## config.mk

```make
export PLATFORM = sky130hd
export DESIGN_NAME = ones_pattern_gen
export DESIGN_NICKNAME = d
export VERILOG_FILES = /design/src/rtl/ones_pkg.sv /design/src/rtl/ones_next_perm.sv /design/src/rtl/ones_pattern_gen.sv
export SDC_FILE = /design/constraint.sdc
export NUM_CORES = 1
export LEC_CHECK = 0
export ABC_AREA = 1
export CAP_MARGIN = 40
export CELL_PAD_IN_SITES_DETAIL_PLACEMENT = 0
export CELL_PAD_IN_SITES_GLOBAL_PLACEMENT = 2
export CORE_MARGIN = 2
export CORE_UTILIZATION = 26
export DETAILED_ROUTE_END_ITERATION = 10
export PLACE_DENSITY = 0.78
export RECOVER_POWER = 100
export SLEW_MARGIN = 40
export SYNTH_ARGS = -nofsm -noshare
export SYNTH_HDL_FRONTEND = slang
export SYNTH_SLANG_ARGS = --single-unit
```

## constraint.sdc

```tcl
create_clock -name clk -period 4.08 [get_ports clk]
set_input_delay 1.224 -clock clk [delete_from_list [all_inputs] [get_ports clk]]
set_output_delay 1.224 -clock clk [all_outputs]
set_load 0.02 [all_outputs]
```

## src/rtl/ones_pkg.sv

```systemverilog
// ones_pkg: shared types, defaults and constant helpers for ones_pattern_gen.
package ones_pkg;
    localparam int WIDTH_DEF = 8;
    typedef enum logic [1:0] {IDLE, EMIT, FIN} state_t;
    function automatic int cw_of(input int w);
        return $clog2(w + 1);
    endfunction
    // Exact at every step: the running product is always a binomial coefficient.
    function automatic int binom(input int n, input int k);
        int r;
        r = 1;
        for (int i = 1; i <= k; i++) r = r * (n - k + i) / i;
        return r;
    endfunction
endpackage

```

## src/rtl/ones_next_perm.sv

```systemverilog
// ones_next_perm: combinational Gosper successor (next larger word with the same popcount).
//   x    : current word (nonzero)
//   next : next word in increasing order with popcount(x) set bits
module ones_next_perm #(
    parameter int WIDTH = 8
) (
    input  logic [WIDTH-1:0] x,
    output logic [WIDTH-1:0] next
);
    localparam int TZW = $clog2(WIDTH);
    logic [TZW-1:0]   tz;
    logic [WIDTH-1:0] c, r;
    always_comb begin
        tz = '0;
        for (int i = WIDTH - 1; i >= 0; i--) if (x[i]) tz = TZW'(i);
        c    = x & (~x + 1'b1);
        r    = x + c;
        // Shifting by tz replaces the divide by the lowest set bit.
        next = r | (((r ^ x) >> 2) >> tz);
    end
endmodule

```

## src/rtl/ones_pattern_gen.sv

```systemverilog
// ones_pattern_gen: streams every WIDTH-bit word with exactly n ones, in increasing order.
//   clk, rst       : clock, asynchronous active-high reset
//   start, n       : request enumeration of ones-count n (sampled in IDLE)
//   busy           : high while words are being emitted
//   valid, ready   : stream handshake for pattern
//   pattern, last  : current word, final-word marker
//   done           : one-cycle pulse after the final transfer
//   err            : n > WIDTH pulse; with ONES_GEN_CHECK_EN also sticky self-check failure
// Optional macro ONES_GEN_CHECK_EN adds the popcount and transfer-count self-check.
module ones_pattern_gen
    import ones_pkg::*;
#(
    parameter int WIDTH = WIDTH_DEF,
    parameter int CW    = cw_of(WIDTH)
) (
    input  logic             clk,
    input  logic             rst,
    input  logic             start,
    input  logic [CW-1:0]    n,
    output logic             busy,
    output logic             valid,
    input  logic             ready,
    output logic [WIDTH-1:0] pattern,
    output logic             last,
    output logic             done,
    output logic             err
);
    localparam logic [CW-1:0] W_C = CW'(WIDTH);

    function automatic logic [WIDTH-1:0] ones(input logic [CW-1:0] k);
        logic [WIDTH:0] t;
        t = ({{WIDTH{1'b0}}, 1'b1} << k) - 1'b1;
        return t[WIDTH-1:0];
    endfunction

    state_t           state, state_d;
    logic [CW-1:0]    n_q, n_d;
    logic [WIDTH-1:0] pattern_q, pattern_d, next_w;
    logic             err_q, err_d;

    ones_next_perm #(.WIDTH(WIDTH)) u_next (.x(pattern_q), .next(next_w));

    assign busy    = (state == EMIT);
    assign valid   = busy;
    assign done    = (state == FIN);
    assign pattern = pattern_q;
    assign last    = valid && (pattern_q == (ones(n_q) << (W_C - n_q)));

    always_comb begin
        state_d   = state;
        n_d       = n_q;
        pattern_d = pattern_q;
        err_d     = 1'b0;
        case (state)
            IDLE: if (start) begin
                if (n > W_C) err_d = 1'b1;
                else begin
                    n_d       = n;
                    pattern_d = ones(n);
                    state_d   = EMIT;
                end
            end
            EMIT: if (ready) begin
                if (last) state_d = FIN;
                else pattern_d = next_w;
            end
            default: state_d = IDLE;
        endcase
    end

    always_ff @(posedge clk or posedge rst) begin
        if (rst) begin
            state     <= IDLE;
            n_q       <= '0;
            pattern_q <= '0;
            err_q     <= 1'b0;
        end else begin
            state     <= state_d;
            n_q       <= n_d;
            pattern_q <= pattern_d;
            err_q     <= err_d;
        end
    end

`ifdef ONES_GEN_CHECK_EN
    logic [15:0]   cnt, exp_cnt;
    logic [CW-1:0] pc_q;
    logic          chk_v, sticky, accept;

    assign accept = (state == IDLE) && start && (n <= W_C);

    always_comb begin
        exp_cnt = '0;
        for (int i = 0; i <= WIDTH; i++) if (n_q == CW'(i)) exp_cnt = 16'(binom(WIDTH, i));
    end

    // Popcount is registered, so each word is checked one cycle after it is shown.
    always_ff @(posedge clk or posedge rst) begin
        if (rst) begin
            cnt    <= '0;
            pc_q   <= '0;
            chk_v  <= 1'b0;
            sticky <= 1'b0;
        end else if (accept) begin
            cnt    <= '0;
            chk_v  <= 1'b0;
            sticky <= 1'b0;
        end else begin
            chk_v <= valid;
            pc_q  <= CW'($countones(pattern_q));
            if (valid && ready) cnt <= cnt + 1'b1;
            if ((chk_v && pc_q != n_q) || (state == FIN && cnt != exp_cnt)) sticky <= 1'b1;
        end
    end

    assign err = err_q | sticky;
`else
    assign err = err_q;
`endif
endmodule
```

==> impl_metrics.yaml, run 1 <==
global_routing:
  grt_pass1_vias: 2271
  gr-total-overflow: 0
  grt_antenna_before_repair: 0
  grt_max_degree: 17
  grt_usage_pct: 14.8
  grt_pass1_wl_um: 10300
synth:
  synth_top_family_by_area: "simple AND/OR/NAND/NOR gates"
  async_flop_share_pct: 100
  ys_ff_latch: 15
  synth-xor-area-share_pct: 1.31
  synthFlopType: "dfrtp_1"
  synth-simple-area-share_pct: 51.4
  yosysWarnings: 0
  synth_edf_count: 0
  yosysTopAreaCell: "nand2_1"
  synth_area_leaders: "nand2_1 (26%), dfrtp_1 (19%), nand3_1 (15%), inv_1 (7.8%), o21ai_0 (7.7%)"
  synthDistinctLibCells: 30
  synth_cells: 369
  syn_nets: 385
  synthMuxAreaShare_pct: 0
  netlist.area_leader.share_pct: 25.7
  synthAdderAreaFrac_pct: 4.98
  yosysSeqAreaShare_pct: 18.7
  syn_avg_cell_area_um2: 5.45
  synth_compound_area_share_pct: 13.1
  synthTopCellsByCount: "nand2_1 (138), nand3_1 (60), inv_1 (42)"
  syn_area_mm2: 0.00201
  synthMostInstantiatedCell: "nand2_1"
timing:
  drv_slew: 0
  rsz0062_at_grt: "no"
  fin_crit_sh_pct: 94.8
  holdWs_ns: 0.539
  fmax_ghz: 0.258
  finalHoldViolations: 0
  finClkSkew_ns: 0.00128
  finalWorstSetupSlack_ns: 0.211
  max-slew-margin-rel_pct: 59.8
  tns_ns: 0
  worst_pin_slew_ns: 0.602
  finalSetupViolCount: 0
  period_needed_ns: 3.87
routing:
  drtPass1Iterations: 4
  vias_per_cell: 4.65
  ant_nets: 0
  routed_wl_um: 6080
  vias: 2369
  wl_per_cell_um: 11.9
  drc: 0
  drt_iter0_drc: 136
setup_path:
  r2r-end: "pattern[3]"
  end_kind: "primary output"
  cp-start-kind: "flip-flop"
  critPathMaxFanout: 4
  cp.arrival_ns: 2.64
  reg2reg_depth: 18
  required_ns: 2.86
  path_class: "reg -> out"
  r2r-start: "n_q[0]"
  regToRegSetupSlack_ns: 1.02
clocking:
  cts_root_buffer: "clkbuf_8"
  clkSlewWorstSetupHoldPaths_ns: 0.06
  ctsHoldBuffers: 0
  cts_tree: "yes"
  htreeDepth: 1
  cts_made_buffers: 3
  clock_latency_ns: 0.25
  cts.sinks: 15
  cts.path.max_buffers: 2
power:
  peakVddDrop_mv: 0.214
  p_leak_nw: 1.37
  p_per_area_mw_per_mm2: 960
min_path:
  hold_depth: 2
  hold_end: "state[0]"
  worstHoldStart: "state[0]"
  hold_path_class: "reg -> reg"
cells_and_area:
  area_growth_pct: 25.3
  antennaDiodeCount: 0
  layout-drive-gt1-share_pct: 9.80
  nets: 425
  final_util_pct: 33.1
outcome:
  status: "completed"
floorplanning:
  die-area_mm2: 0.00846
  die_height_um: 92.0
  fp.coreArea_mm2: 0.00761
  io_pins: 21
  initial_core_util_pct: 26.4
  die_w_um: 92.0
  row_count: 32
place:
  dp_hpwl_um: 5070
  gp_congestion: 0.834
  port_buffers: 20
  dp_slack_ns: -0.0906
flow_run:
  max-cap-violations: 0
-- per-stage QoR --
| stage | cells | area [µm²] | total power, mW |
|---|---|---|---|
| after global routing | 510 | 2520 | 2.75 |
| final | 510 | 2520 | 2.42 |
| after CTS | 510 | 2500 | 2.43 |
| after detailed placement | 506 | 2460 | 2.30 |
| after floorplan | 369 | 2010 | 1.68 |
| after global placement | 506 | 2460 | 2.31 |
-- routing by layer --
layer	GRT usage (%)	vias up	wire length [µm]
li1	-	1274	-
met1	20.4	1056	3100
met2	25.6	31	2800
met3	0.986	8	106
met4	2.99	0	63
met5	0	-	0
-- report_power, final --
| part | switching (mW) | internal (mW) |
|---|---|---|
| clock network | 0.0527 | 0.0692 |
| logic | 1.22 | 0.753 |
| registers | 0.113 | 0.215 |
| total | 1.38 | 1.04 |
-- critical path, cell delays in order (launching register included) --
cell,delay (ns)
dfrtp_1,0.38
inv_2,0.08
buf_4,0.13
ha_1,0.15
nand2_1,0.06
ha_1,0.28
or2_2,0.31
nand3_1,0.12
nand3_1,0.08
a21boi_1,0.14
nand2_1,0.07
nor2_1,0.08
nand2_1,0.07
nor2_2,0.13
nand4_2,0.11
inv_2,0.06
buf_2,0.15
-- final cells by class --
type | instances | area (µm²)
repair buffers | 42 | 357
fillers | 878 | 5090
clock buffers | 4 | 45.0
well taps | 102 | 128
flip-flops and latches | 15 | 375
inverters | 45 | 170
multi-input cells | 302 | 1450
-- cells in the final DEF, fill, tap and decap left out, drive strengths merged --
master         netlist  routed
nand2              140     140
nand3               60      60
inv                 43      43
o21ai               32      32
nor2                30      30
buf                  6      22
dfrtp               15      15
dlygate4sd3          0      15
a21oi               12      12
nand4                8       8
ha                   8       8
clkbuf               1       5
clkdlybuf4s50        0       4
or2                  2       2
xor2                 2       2
nor3                 2       2
clkinv               2       2
a21boi               1       1
a22oi                1       1
xnor2                1       1
o21ba                1       1
a31oi                1       1
o21a                 1       1
-- kinds of logic after synthesis --
logic type,Yosys count
flip-flops,15
adder cells (fa/ha/maj),8
buffers and inverters,52
XOR/XNOR,3
AO/OA/AOI/OAI,49
AND/OR/NAND/NOR,242
-- flip-flops by register name, indices dropped and copies added (netlist names) --
| name | flops |
|---|---|
| err | 1 |
| state | 2 |
| n_q | 4 |
| pattern | 8 |
-- what timing repair did --
action / CTS / global route
buffers inserted: 0 / 0
resized for setup: 5 / 5
pin swaps: 1 / 1
endpoints found under the setup margin: 1 / 1
-- worst max path at each step --
stage | start | end | slack, ns | cells after the start
2_1_floorplan | n_q[0] | last | 0.04 | 18
3_3_place_gp | n_q[1] | last | -0.06 | 16
3_5_place_dp | n_q[1] | last | -0.09 | 16
4_1_cts | n_q[1] | last | 0.07 | 16
5_1_grt | n_q[0] | last | 0.005 | 17
6_report | n_q[1] | last | 0.21 | 16
Note: power is estimated with default switching activity, not from simulation.
==> inputs of run 2 (changes only) <==
--- a/config.mk
+++ b/config.mk
@@ -10,10 +10,12 @@
 export CELL_PAD_IN_SITES_DETAIL_PLACEMENT = 0
 export CELL_PAD_IN_SITES_GLOBAL_PLACEMENT = 2
 export CORE_MARGIN = 2
-export CORE_UTILIZATION = 26
+export CORE_UTILIZATION = 27
+export CTS_BUF_LIST = sky130_fd_sc_hd__clkbuf_8
 export DETAILED_ROUTE_END_ITERATION = 10
-export PLACE_DENSITY = 0.78
+export PLACE_DENSITY = 0.81
 export RECOVER_POWER = 100
+export SETUP_SLACK_MARGIN = 0.15
 export SLEW_MARGIN = 40
 export SYNTH_ARGS = -nofsm -noshare
 export SYNTH_HDL_FRONTEND = slang
==> impl_metrics.yaml, run 2 (synthesis results as in run 1) <==
outcome:
  status: "completed"
min_path:
  hold_path_class: "reg -> reg"
  worstHoldStart: "state[0]"
  hold_depth: 2
floorplanning:
  row_count: 31
  die-area_mm2: 0.00816
  initial_core_util_pct: 27.7
  io_pins: 21
  die_w_um: 90.3
  die_height_um: 90.3
  fp.coreArea_mm2: 0.00725
timing:
  finalWorstSetupSlack_ns: 0.338
  rsz0062_at_grt: "no"
  period_needed_ns: 3.74
  max-slew-margin-rel_pct: 60.2
  tns_ns: 0
  holdWs_ns: 0.539
  finalSetupViolCount: 0
  finClkSkew_ns: 0.00238
  drv_slew: 0
  finalHoldViolations: 0
  worst_pin_slew_ns: 0.597
  fin_crit_sh_pct: 91.7
  fmax_ghz: 0.267
global_routing:
  gr-total-overflow: 0
  grt_usage_pct: 15.5
  grt_pass1_vias: 2264
  met1_usage_pct: 21.4
  grt_pass1_wl_um: 10600
  use_met2_pct: 26.4
  busiest_layer: "met2"
  grt_antenna_before_repair: 0
  grt_max_degree: 17
  use_met3_pct: 1.25
place:
  dp_hpwl_um: 5020
  port_buffers: 20
  postPlaceCellArea_mm2: 0.00246
  dp_slack_ns: -0.0976
  gp_congestion: 0.835
  placed_cells: 502
setup_path:
  cp-start-kind: "flip-flop"
  end_kind: "primary output"
  endpoint: "last"
  regToRegSetupSlack_ns: 0.98
  cp.arrival_ns: 2.52
  r2r-start: "n_q[1]"
  required_ns: 2.86
  critPathMaxFanout: 2
  path_class: "reg -> out"
  r2r-end: "pattern[5]"
  startpoint: "n_q[0]"
  reg2reg_depth: 18
cells_and_area:
  nets: 427
  area_growth_pct: 31.7
  final_common_cell: "nand2_1"
  antennaDiodeCount: 0
  layout.cells.non_filler: 509
  final_util_pct: 36.5
  final_cell_mix: "nand2_1 (133), nand3_1 (56), inv_1 (40)"
  largest_reg_flops: 8
  layout-drive-gt1-share_pct: 14.1
  finish.instance_area_mm2: 0.00265
routing:
  vias_per_cell: 4.79
  wl_per_cell_um: 11.9
  drt_iter0_drc: 160
  routed_wl_um: 6080
  drtPass1Iterations: 4
  drc: 0
  vias: 2436
  ant_nets: 0
power:
  p_leak_nw: 1.40
  p_per_area_mw_per_mm2: 971
  peakVddDrop_mv: 0.310
  p_total_mw: 2.57
clocking:
  cts.path.max_buffers: 2
  ctsHoldBuffers: 0
  clock_latency_ns: 0.25
  clkSlewWorstSetupHoldPaths_ns: 0.06
  cts_tree: "yes"
  htreeDepth: 1
  cts.sinks: 15
  cts_made_buffers: 3
  cts_root_buffer: "clkbuf_8"
flow_run:
  max-cap-violations: 0
## run 2: layer usage
metal	vias up	wire length (µm)
met3	6	172
li1	1283	-
met4	0	57
met5	-	0
met1	1112	3010
met2	35	2840
## run 2: power breakdown
part	switching [mW]	leakage, nW	internal (mW)
Combinational	1.30	1.18	0.831
Sequential	0.106	0.184	0.216
Clock	0.0525	0.0269	0.0667
## run 2: final cells by class
cell class / count / area (µm²)
fillers: 816 / 4600
flip-flops and latches: 15 / 375
well taps: 99 / 124
clock inverters: 1 / 3.75
repair buffers: 44 / 385
multi-input cells: 302 / 1550
clock buffers: 3 / 41.3
inverters: 45 / 173
## run 2: critical path, cell delays in order, from the launching register on
cell and delay [ns]:
dfrtp_1 0.39, clkinv_2 0.10, ha_4 0.17, ha_4 0.16, nand2_4 0.06, ha_4 0.20, or2_4 0.24, buf_4 0.13
nand2_1 0.05, nand2_1 0.04, nand3_1 0.10, nand3_1 0.07, nand2_1 0.07, nand2_1 0.07, nor2_4 0.12, nand4_4 0.11
inv_4 0.07, buf_6 0.10
## run 2: worst min-delay path by stage
stage	end	slack, ns
finish	state[0]	0.54
global route	state[0]	0.58
CTS	state[0]	0.54
detailed placement	state[0]	0.52
global placement	state[0]	0.51
floorplan	state[0]	0.48
## run 2: timing repair
item	4_1_cts	5_1_grt
pin swaps	1	12
setup buffers	1	2
gates resized for setup	9	29
gates cloned	0	0
setup endpoints to repair	1	1
==> inputs of run 3 (changes only) <==
--- a/config.mk
+++ b/config.mk
@@ -10,10 +10,9 @@
 export CELL_PAD_IN_SITES_DETAIL_PLACEMENT = 0
 export CELL_PAD_IN_SITES_GLOBAL_PLACEMENT = 2
 export CORE_MARGIN = 2
-export CORE_UTILIZATION = 27
-export CTS_BUF_LIST = sky130_fd_sc_hd__clkbuf_8
+export CORE_UTILIZATION = 26
 export DETAILED_ROUTE_END_ITERATION = 10
-export PLACE_DENSITY = 0.81
+export PLACE_DENSITY = 0.78
 export RECOVER_POWER = 100
 export SETUP_SLACK_MARGIN = 0.15
 export SLEW_MARGIN = 40
==> impl_metrics.yaml, run 3 (synthesis results as in run 1) <==
outcome:
  status: "completed"
routing:
  vias_per_cell: 4.80
  wl_per_cell_um: 12.6
  drc: 0
  routed_wl_um: 6480
  vias: 2470
  drtPass1Iterations: 4
  drt_iter0_drc: 89
  ant_nets: 0
timing:
  finalSetupViolCount: 0
  max-slew-margin-rel_pct: 60.8
  period_needed_ns: 3.76
  fin_crit_sh_pct: 92.0
  tns_ns: 0
  drv_slew: 0
  rsz0062_at_grt: "no"
  fmax_ghz: 0.266
  worst_pin_slew_ns: 0.587
  finClkSkew_ns: 0.00236
  finalHoldViolations: 0
global_routing:
  grt_pass1_vias: 2460
  grt_antenna_before_repair: 0
  grt_usage_pct: 16.1
  grt_pass1_wl_um: 11200
  gr-total-overflow: 0
  grt_max_degree: 17
floorplanning:
  die_height_um: 92.0
  io_pins: 21
  row_count: 32
  initial_core_util_pct: 26.4
  die-area_mm2: 0.00846
  die_w_um: 92.0
  fp.coreArea_mm2: 0.00761
setup_path:
  cp.arrival_ns: 2.53
  critPathMaxFanout: 4
  required_ns: 2.86
  cp-start-kind: "flip-flop"
  path_class: "reg -> out"
  end_kind: "primary output"
clocking:
  cts_tree: "yes"
  cts.path.max_buffers: 2
  cts_made_buffers: 3
  cts.sinks: 15
  clkSlewWorstSetupHoldPaths_ns: 0.06
  clock_latency_ns: 0.25
  ctsHoldBuffers: 0
  htreeDepth: 1
  cts_root_buffer: "clkbuf_8"
cells_and_area:
  nets: 430
  antennaDiodeCount: 0
  layout-drive-gt1-share_pct: 15.5
  area_growth_pct: 34.1
  final_cell_mix: "nand2_1 (134), nand3_1 (51), inv_1 (40)"
  final_common_cell: "nand2_1"
  finish.instance_area_mm2: 0.00270
  fillers: 906
  largest_reg_flops: 8
place:
  postPlaceCellArea_mm2: 0.00248
  gp_congestion: 0.833
  dp_hpwl_um: 5260
  port_buffers: 20
flow_run:
  max-cap-violations: 0
min_path:
  hold_path_class: "reg -> reg"
run 3: cell count changes in the layout (fill, tap and decap cells not counted), moves of 2 or more:
cell	change
buf_4	+2
clkbuf_1	+2
nand3_1	-5
nand3_2	+5
run 3: layer usage:
metal / routed length, µm / up-vias / global-route usage [%] / part of all wire [%]
met3: 149 / 8 / 0.740 / 2.3
li1: - / 1293 / - / -
met5: 0 / - / 0 / 0
met1: 3170 / 1132 / 21.8 / 49
met2: 3080 / 37 / 27.9 / 48
met4: 82 / 0 / 4.10 / 1.3
run 3: worst paths after layout:
check	cells past startpoint	slack, ns	start	to
setup / recovery	16	0.32	n_q[1]	last
hold / removal	2	0.53	state[0]	state[0]
setup reg to reg	20	0.92	n_q[0]	pattern[3]
hold reg to reg	2	0.53	state[0]	state[0]
max in group asynchronous	2	2.22	rst	n_q[1]
min in group asynchronous	2	1.48	rst	state[0]
run 3: area by class of cell:
class | count | area (µm²) | area share, %
Clock buffer | 4 | 45.0 | 1.67
Sequential cell | 15 | 375 | 13.9
Inverter | 45 | 173 | 6.40
Tap cell | 102 | 128 | 4.73
Timing Repair Buffer | 47 | 404 | 15.0
Multi-Input combinational cell | 302 | 1570 | 58.3
run 3: critical path, cell delays in order, from the launching register on:
cell and delay [ns]:
dfrtp_1 0.37, inv_1 0.11, buf_4 0.14, ha_1 0.16
nand2_1 0.09, ha_4 0.23, or2_4 0.24, nand3_4 0.07
nand3_2 0.07, a21boi_2 0.14, nand2_1 0.05, nor2_1 0.09
nand2_1 0.09, nor2_4 0.12, nand4_4 0.11, inv_4 0.07
buf_6 0.11
run 3: metrics by stage:
| step | hold WS (ns) | worst slack (ns) | std cells | utilization (%) |
|---|---|---|---|---|
| 2_1_floorplan | 0.483 | 0.151 | 369 | - |
| 3_3_place_gp | 0.513 | -0.0681 | 508 | 32.6 |
| 3_5_place_dp | 0.524 | -0.128 | 508 | 32.6 |
| 4_1_cts | 0.540 | 0.157 | 513 | 33.8 |
| 5_1_grt | 0.563 | 0.0973 | 515 | 35.5 |
| 6_report | 0.529 | 0.325 | 515 | 35.5 |
run 3: what timing repair did:
item | 4_1_cts | 5_1_grt
pin swaps | 2 | 14
setup buffers | 1 | 2
endpoints found under the setup margin | 1 | 1
gates resized for setup | 11 | 31
Power of run 3 is not shown: default switching activity piles up to over one toggle a cycle in this logic, so the estimate is an artifact.
